--- src/rtl/div_sqrt_issue_queue.sv ---
// rtl/div_sqrt_issue_queue.sv - tagged request FIFO and result register around divSqrtFN (optional DIV_SQRT_ISSUE_BYPASS_EN)
module div_sqrt_issue_queue #(
  parameter int expWidth = 8,
  parameter int sigWidth = 24,
  parameter int depth    = 4,
  parameter int tagWidth = 4,
  localparam int W        = expWidth + sigWidth,
  localparam int ptrWidth = $clog2(depth),
  localparam int cntWidth = $clog2(depth) + 1
) (
  input  logic                nReset,
  input  logic                clock,
  output logic                enqReady,
  input  logic                enqValid,
  input  logic                enqSqrtOp,
  input  logic [W-1:0]        enqA,
  input  logic [W-1:0]        enqB,
  input  logic [2:0]          enqRoundingMode,
  input  logic [tagWidth-1:0] enqTag,
  input  logic                dsInReady,
  output logic                dsInValid,
  output logic                dsSqrtOp,
  output logic [W-1:0]        dsA,
  output logic [W-1:0]        dsB,
  output logic [2:0]          dsRoundingMode,
  input  logic                dsOutValid,
  input  logic                dsSqrtOpOut,
  input  logic [W-1:0]        dsOut,
  input  logic [4:0]          dsExceptionFlags,
  output logic                resValid,
  input  logic                resReady,
  output logic                resSqrtOp,
  output logic [W-1:0]        resOut,
  output logic [4:0]          resExceptionFlags,
  output logic [tagWidth-1:0] resTag,
  output logic [cntWidth-1:0] count,
  output logic                protocolErr
);

  logic                fifoSqrt [depth];
  logic [W-1:0]        fifoA    [depth];
  logic [W-1:0]        fifoB    [depth];
  logic [2:0]          fifoRm   [depth];
  logic [tagWidth-1:0] fifoTag  [depth];

  logic [ptrWidth-1:0] wrPtr;
  logic [ptrWidth-1:0] rdPtr;
  logic                inFlight;
  logic [tagWidth-1:0] tagReg;

  logic                resPop;
  logic                issueOk;
  logic                fifoEmpty;
  logic                enqFire;
  logic                useBypass;
  logic                headPop;
  logic                fifoWrite;
  logic [tagWidth-1:0] issueTag;
  logic                capture;

  // Full flag depends only on registered occupancy, so a same-cycle pop never frees a slot.
  assign enqReady = (count != cntWidth'(depth));

  // Issue decision: one op in flight, and the result register must be free (or draining) on return.
  always_comb begin
    resPop    = resValid && resReady;
    issueOk   = dsInReady && !inFlight && (!resValid || resPop);
    fifoEmpty = (count == '0);
    enqFire   = enqValid && enqReady;
    useBypass = 1'b0;
`ifdef DIV_SQRT_ISSUE_BYPASS_EN
    useBypass = fifoEmpty && issueOk && enqFire;
`endif
    headPop   = !fifoEmpty && issueOk;
    fifoWrite = enqFire && !useBypass;
    dsInValid = headPop || useBypass;
    capture   = dsOutValid && inFlight;
    if (useBypass) begin
      dsSqrtOp       = enqSqrtOp;
      dsA            = enqA;
      dsB            = enqB;
      dsRoundingMode = enqRoundingMode;
      issueTag       = enqTag;
    end else begin
      dsSqrtOp       = fifoSqrt[rdPtr];
      dsA            = fifoA[rdPtr];
      dsB            = fifoB[rdPtr];
      dsRoundingMode = fifoRm[rdPtr];
      issueTag       = fifoTag[rdPtr];
    end
  end

  // Request storage; contents are qualified by count, so no reset is needed.
  always_ff @(posedge clock) begin
    if (fifoWrite) begin
      fifoSqrt[wrPtr] <= enqSqrtOp;
      fifoA[wrPtr]    <= enqA;
      fifoB[wrPtr]    <= enqB;
      fifoRm[wrPtr]   <= enqRoundingMode;
      fifoTag[wrPtr]  <= enqTag;
    end
  end

  // Pointers wrap naturally because depth is a power of two.
  always_ff @(posedge clock or negedge nReset) begin
    if (!nReset) begin
      wrPtr <= '0;
      rdPtr <= '0;
      count <= '0;
    end else begin
      if (fifoWrite) wrPtr <= wrPtr + ptrWidth'(1);
      if (headPop)   rdPtr <= rdPtr + ptrWidth'(1);
      case ({fifoWrite, headPop})
        2'b10:   count <= count + cntWidth'(1);
        2'b01:   count <= count - cntWidth'(1);
        default: count <= count;
      endcase
    end
  end

  // In-flight tracking; issue needs !inFlight and capture needs inFlight, so they never coincide.
  always_ff @(posedge clock or negedge nReset) begin
    if (!nReset) begin
      inFlight <= 1'b0;
      tagReg   <= '0;
    end else if (dsInValid) begin
      inFlight <= 1'b1;
      tagReg   <= issueTag;
    end else if (capture) begin
      inFlight <= 1'b0;
    end
  end

  // Result register; a stray unit pulse is dropped and flagged stickily.
  always_ff @(posedge clock or negedge nReset) begin
    if (!nReset) begin
      resValid          <= 1'b0;
      resSqrtOp         <= 1'b0;
      resOut            <= '0;
      resExceptionFlags <= '0;
      resTag            <= '0;
      protocolErr       <= 1'b0;
    end else begin
      if (capture) begin
        resValid          <= 1'b1;
        resSqrtOp         <= dsSqrtOpOut;
        resOut            <= dsOut;
        resExceptionFlags <= dsExceptionFlags;
        resTag            <= tagReg;
      end else if (resPop) begin
        resValid <= 1'b0;
      end
      if (dsOutValid && !inFlight) protocolErr <= 1'b1;
    end
  end

endmodule

--- config.mk ---
export PLATFORM = sky130hd
export DESIGN_NAME = div_sqrt_issue_queue
export DESIGN_NICKNAME = d
export VERILOG_FILES = /design/src/rtl/div_sqrt_issue_queue.sv
export SDC_FILE = /design/constraint.sdc
export NUM_CORES = 1
export LEC_CHECK = 0
export CAP_MARGIN = 0
export CORE_MARGIN = 3
export CORE_UTILIZATION = 30
export DETAILED_ROUTE_END_ITERATION = 7
export SYNTH_ARGS = -nofsm -noshare
export SYNTH_HDL_FRONTEND = slang
export SYNTH_SLANG_ARGS = --single-unit
--- constraint.sdc ---
create_clock -name clock -period 7 [get_ports clock]
set_input_delay 1.4 -clock clock [delete_from_list [all_inputs] [get_ports clock]]
set_output_delay 1.4 -clock clock [all_outputs]
set_load 0.01 [all_outputs]
==> flow_metrics.tcl, run 1 <==
set metrics [dict create \
    area_growth_pct 33.4 \
    slowest_stage "dfrtp_4" \
    synthFlopType "edfxtp_1" \
    yosysWarnings 0 \
    hp-class "register to register" \
    reg2reg_to "fifoB[3][18]" \
    yosys.area.top_type_share_pct 68.5 \
    fin_crit_sh_pct 62.7 \
    hold_viol 0 \
    synth_most_common_cell "edfxtp_1" \
    rows 74 \
    synth_seq_cells 344 \
    final_antenna_net_count 0 \
    ioPinCount 233 \
    power.leakage_nw 5.69 \
    dieWidth_um 211 \
    synthCells 520 \
    postPlaceCellArea_mm2 0.0156 \
    tightest_slew_ns 0.833 \
    cp.required_ns 5.60 \
    ys_top_cells_by_area "edfxtp_1 69%, mux4_2 13%, dfrtp_1 11%, mux2_2 3.7%, ha_1 0.50%" \
    cts.root.buffer_cell "clkbuf_16" \
    cp_num_cells 3 \
    r2r_slack_ns 4.66 \
    num_antenna_cells 0 \
    dieArea_mm2 0.0446 \
    setup_viol_count_final 0 \
    numCtsBuffers 38 \
    rsz0062_at_grt "false" \
    portBuffers 232 \
    grt_use_total_pct 12.0 \
    synth_cell_types 28 \
    cts-resized-gates 0 \
    critPathArrivalTime_ns 2.99 \
    async_flop_share_pct 16.3 \
    syn_area_per_cell_um2 24.3 \
    yosysSeqAreaShare_pct 79.7 \
    power_density_mw_per_mm2 438 \
    endpoint "dsB[25]" \
    rr_startpoint "count[2]" \
    grt_max_degree 57 \
    drt_wl_total_um 26800 \
    synth_common_cells "288 x edfxtp_1, 72 x mux4_2, 56 x dfrtp_1, 42 x mux2_2, 8 x buf_2" \
    path_cells "buf_12, mux4_2, clkdlybuf4s50_1" \
    slew_headroom_pct 44.4 \
    min_period_ns 4.39 \
    start_kind "register" \
    grt_antenna_before_repair 1 \
    postCtsSetupBuffers 0 \
    synth-edff-count 288 \
    cp-startpoint "rdPtr[0]" \
    drive_above_1_share_pct 23.7 \
    slew_violations 0 \
    slowest_delay_ns 0.95 \
    die_h_um 211 \
    final_area_mm2 0.0168 \
    fin_util_pct 40.8 \
    core_area_mm2 0.0412 \
    worst_r2r_path_depth 3 \
    fin_setup_tns_ns 0 \
    via_per_inst 4.50 \
    crit_buf_inv 2 \
    netlist_area_mm2 0.0126 \
    hpwl_um 16100 \
    end_kind "primary output" \
    start_util_pct 30.6 \
    power.total_w 0.00737 \
    cts_tree "done" \
    synth_nets 642 \
    drt_pre_antenna_iters 4 \
    ir_worst_vdd_mv 0.174 \
    cts_hold_buffers 0 \
    cp_top_family "flip-flops" \
    drt_iter0_markers 297 \
    num_vias 6019 \
    htreeDepth 2 \
    place.gp.congestion 0.635 \
    grt_pass1_vias 6702 \
    fmax_mhz 228 \
    cts_buffer_depth 3 \
    cp_max_fo 39 \
    status "complete, no violations" \
    grt_overflow 0 \
    max-cap-violations 0 \
    avgRoutedWirePerCell_um 20.0 \
    grt_first_pass_wirelength_um 40400 \
    route.detailed.drc 0 \
    clkTransAtPathRegs_ns 0.06 \
    cts_sinks 344 \
    yosys.area.top_type "edfxtp_1" \
    path_class "register to primary output" \
    num-nets-final 901 \
    clk_latency_ns 0.53 \
    clock_skew_ns 0.0122 \
]
## worst register-to-register path: stages (launching register included)
cell and delay, ns:
dfrtp_1 0.41, or3b_4 0.29, and3_4 0.56, buf_4 0.64
## registers in the layout, indices dropped and copies added (netlist names), 2 cells and up
| register | count |
|---|---|
| resExceptionFlags | 5 |
| tagReg | 4 |
| fifoTag | 16 |
| wrPtr | 2 |
| resOut | 32 |
| rdPtr | 2 |
| resTag | 4 |
| count | 3 |
| fifoRm | 12 |
| fifoSqrt | 4 |
| fifoB | 128 |
| fifoA | 128 |
## routing by layer
layer,GRT usage [%],up-vias,wire length (um)
li1,-,2663,-
met1,14.9,3121,11300
met2,20.0,189,13000
met3,3.64,44,1880
met4,4.25,2,606
met5,0,-,12
## per-stage QoR
| step | std cells | hold WS [ns] | worst slack, ns |
|---|---|---|---|
| 2_1_floorplan | 520 | 0.471 | 3.43 |
| 3_3_place_gp | 1271 | 0.460 | 2.70 |
| 3_5_place_dp | 1271 | 0.484 | 2.69 |
| 4_1_cts | 1337 | 0.497 | 2.43 |
| 5_1_grt | 1337 | 0.513 | 2.34 |
| 6_report | 1337 | 0.497 | 2.61 |
## cells in the final DEF, fill, tap and decap left out, drive strengths merged
master | netlist | layout
nand4 | 1 | 1
clkinvlp | 0 | 1
or3 | 1 | 1
nand2b | 1 | 1
fa | 1 | 1
bufinv | 0 | 4
o21bai | 1 | 1
nor2 | 1 | 1
edfxtp | 288 | 288
xnor2 | 3 | 3
xor2 | 3 | 3
a21o | 1 | 1
clkdlybuf4s50 | 0 | 231
and3 | 5 | 5
clkbuf | 5 | 48
mux4 | 72 | 72
mux2 | 47 | 47
clkinv | 0 | 12
nor2b | 1 | 1
nand2 | 2 | 2
buf | 16 | 9
dfrtp | 56 | 56
inv | 7 | 8
and2 | 1 | 1
ha | 5 | 5
or3b | 1 | 1
mux2i | 1 | 1
## where the power goes
group	switching, W	internal, W
sequential	0.000263	0.00277
clock	0.000776	0.00122
combinational	0.000990	0.00136
## area by class of cell
type                            count  area (um2)
Inverter                            7        26.3
Clock inverter                     18         190
Tap cell                          532         666
Multi-Input combinational cell    148        2440
Clock buffer                       48        1060
Timing Repair Buffer              240        2390
Sequential cell                   344       10100
Fill cell                        3626       24400
## worst min-delay path by stage
stage	from	end	slack, ns	depth (start not counted)
finish	protocolErr	protocolErr	0.50	1
floorplan	inFlight	protocolErr	0.47	1
global placement	protocolErr	protocolErr	0.46	1
detailed placement	protocolErr	protocolErr	0.48	1
global route	resOut[13]	resOut[13]	0.51	1
CTS	protocolErr	protocolErr	0.50	1
## kinds of logic (layout without fill, tap and decap cells)
logic type	after synthesis	after routing	share of synthesized area [%]
multiplexers	120	120	17.2
XOR/XNOR	6	6	0.417
AND/OR/NAND/NOR	14	14	0.734
flip-flops	344	344	79.7
AO/OA/AOI/OAI	2	2	0.119
adder cells (fa/ha/maj)	6	6	0.655
buffers and inverters	28	313	1.18
No activity file was read; power rests on OpenSTA's default activity.
==> run 2: changes to the inputs <==
==> constraint.sdc (replaced) <==
create_clock -name clock -period 4.4 [get_ports clock]
set_input_delay 0.88 -clock clock [delete_from_list [all_inputs] [get_ports clock]]
set_output_delay 0.88 -clock clock [all_outputs]
set_load 0.01 [all_outputs]
==> run 2 against run 1 <==
  * Cell count up 0.15%
  * Sequential cell count unchanged
  * Global-route usage down 0.088 points
  * Die area unchanged
==> flow_metrics.tcl, run 2 (same netlist as run 1, synthesis figures left out) <==
set metrics [dict create \
    status "complete, no violations" \
    final_common_cell "edfxtp_1" \
    critPathArrivalTime_ns 2.69 \
    cts_sinks 344 \
    met1_usage_pct 15.1 \
    slew_headroom_pct 45.7 \
    num_antenna_cells 0 \
    drt_pre_antenna_iters 4 \
    clk_latency_ns 0.54 \
    grt_max_degree 73 \
    grt_use_met2_pct 19.3 \
    hpwl_um 15900 \
    grt_overflow 0 \
    num_vias 6032 \
    dieWidth_um 211 \
    place_ws_ns 1.14 \
    die_h_um 211 \
    cp.required_ns 3.52 \
    numCtsBuffers 38 \
    fin_cells 1339 \
    route.detailed.drc 0 \
    fin_setup_tns_ns 0 \
    hp-class "input pin to asynchronous set/reset pin" \
    register_area_mm2 0.0101 \
    via_per_inst 4.50 \
    slew_violations 0 \
    place.gp.congestion 0.664 \
    fmax_mhz 280 \
    tightest_slew_ns 0.815 \
    drt_iter0_markers 303 \
    start_kind "register" \
    core_area_mm2 0.0412 \
    grt_use_met3_pct 3.62 \
    setup_viol_count_final 0 \
    reg_top3 "fifoA: 128 flops, fifoB: 128 flops, resOut: 32 flops" \
    cts_buffer_depth 3 \
    power_density_mw_per_mm2 696 \
    cp_max_fo 72 \
    cts-resized-gates 0 \
    start_util_pct 30.6 \
    fin_ws_ns 0.833 \
    top_usage_layer "met2" \
    num-nets-final 901 \
    ir_worst_vdd_mv 0.450 \
    path_cells "buf_12, mux4_2, clkdlybuf4s50_1" \
    min_period_ns 3.57 \
    final_cell_mix "288 x edfxtp_1, 231 x clkdlybuf4s50_1, 72 x mux4_2, 54 x dfrtp_1, 42 x mux2_2" \
    final_antenna_net_count 0 \
    end_kind "primary output" \
    cts_tree "done" \
    fin_crit_sh_pct 81.1 \
    fill_cells 3596 \
    rows 74 \
    drt_wl_total_um 26100 \
    avgRoutedWirePerCell_um 19.5 \
    grt_first_pass_wirelength_um 40400 \
    cts_hold_buffers 0 \
    multi_input_area_mm2 0.00244 \
    ioPinCount 233 \
    clkTransAtPathRegs_ns 0.06 \
    path_class "register to primary output" \
    rsz0062_at_grt "false" \
    slowest_stage "mux4_2" \
    portBuffers 232 \
    clock_skew_ns 0.0183 \
    power.leakage_nw 5.71 \
    htreeDepth 2 \
    hold_viol 0 \
    grt_pass1_vias 6712 \
    dieArea_mm2 0.0446 \
    drive_above_1_share_pct 23.8 \
    max-cap-violations 0 \
    slowest_delay_ns 0.59 \
    cts.root.buffer_cell "clkbuf_16" \
    dp_cells 1271 \
    postCtsSetupBuffers 0 \
    grt_antenna_before_repair 0 \
    grt_use_total_pct 11.9 \
    area_growth_pct 33.9 \
]
==> run 2: cell count changes in the layout (fill, tap and decap cells not counted), sizes merged <==
cell    before  now
clkinv      12   16
clkbuf      48   47
inv          8    7
==> run 2: path summary, 6_finish.rpt <==
path / start / end / slack [ns] / cells past startpoint
max in group asynchronous: nReset / resOut[29] / 3.17 / 2
worst max register to register: count[0] / count[2] / 2.17 / 9
worst min-delay path: nReset / resOut[18] / 0.45 / 1
min in group clock: protocolErr / protocolErr / 0.48 / 1
worst max-delay path: rdPtr[0] / dsB[10] / 0.83 / 3
worst min register to register: protocolErr / protocolErr / 0.48 / 1
==> run 2: power breakdown <==
part | total [W] | switching [W] | internal [W]
clock | 0.00316 | 0.00123 | 0.00192
combinational | 0.00389 | 0.00169 | 0.00220
sequential | 0.00470 | 0.000307 | 0.00440
total | 0.0117 | 0.00323 | 0.00852
==> run 2: metal layers <==
layer,vias up,wire [um]
li1,2667,-
met1,3127,11000
met2,199,12700
met3,39,1830
met4,0,641
met5,-,0
==> run 2: worst max-delay path: cells and delay by family (launching register included) <==
| kind | cells | cell delay, ns |
|---|---|---|
| buffers and inverters | 2 | 1.02 |
| DFF | 1 | 0.44 |
| muxes | 1 | 0.59 |
==> run 2: final cells by class <==
class / instances / share of cell area [%]
inverters: 7 / 0.156
clock inverters: 21 / 1.19
repair buffers: 240 / 14.5
multi-input cells: 148 / 14.4
flip-flops and latches: 344 / 59.5
clock buffers: 47 / 6.21
well taps: 532 / 3.94
==> run 2: metrics by stage <==
step	total power (W)	util (%)	area (um2)	hold slack, ns
3_5_place_dp	0.00879	38.0	15600	0.467
5_1_grt	0.0124	41.0	16900	0.496
6_report	0.0117	41.0	16900	0.453
2_1_floorplan	0.00677	-	12600	0.471
3_3_place_gp	0.00875	38.0	15600	0.461
4_1_cts	0.0120	41.0	16900	0.447
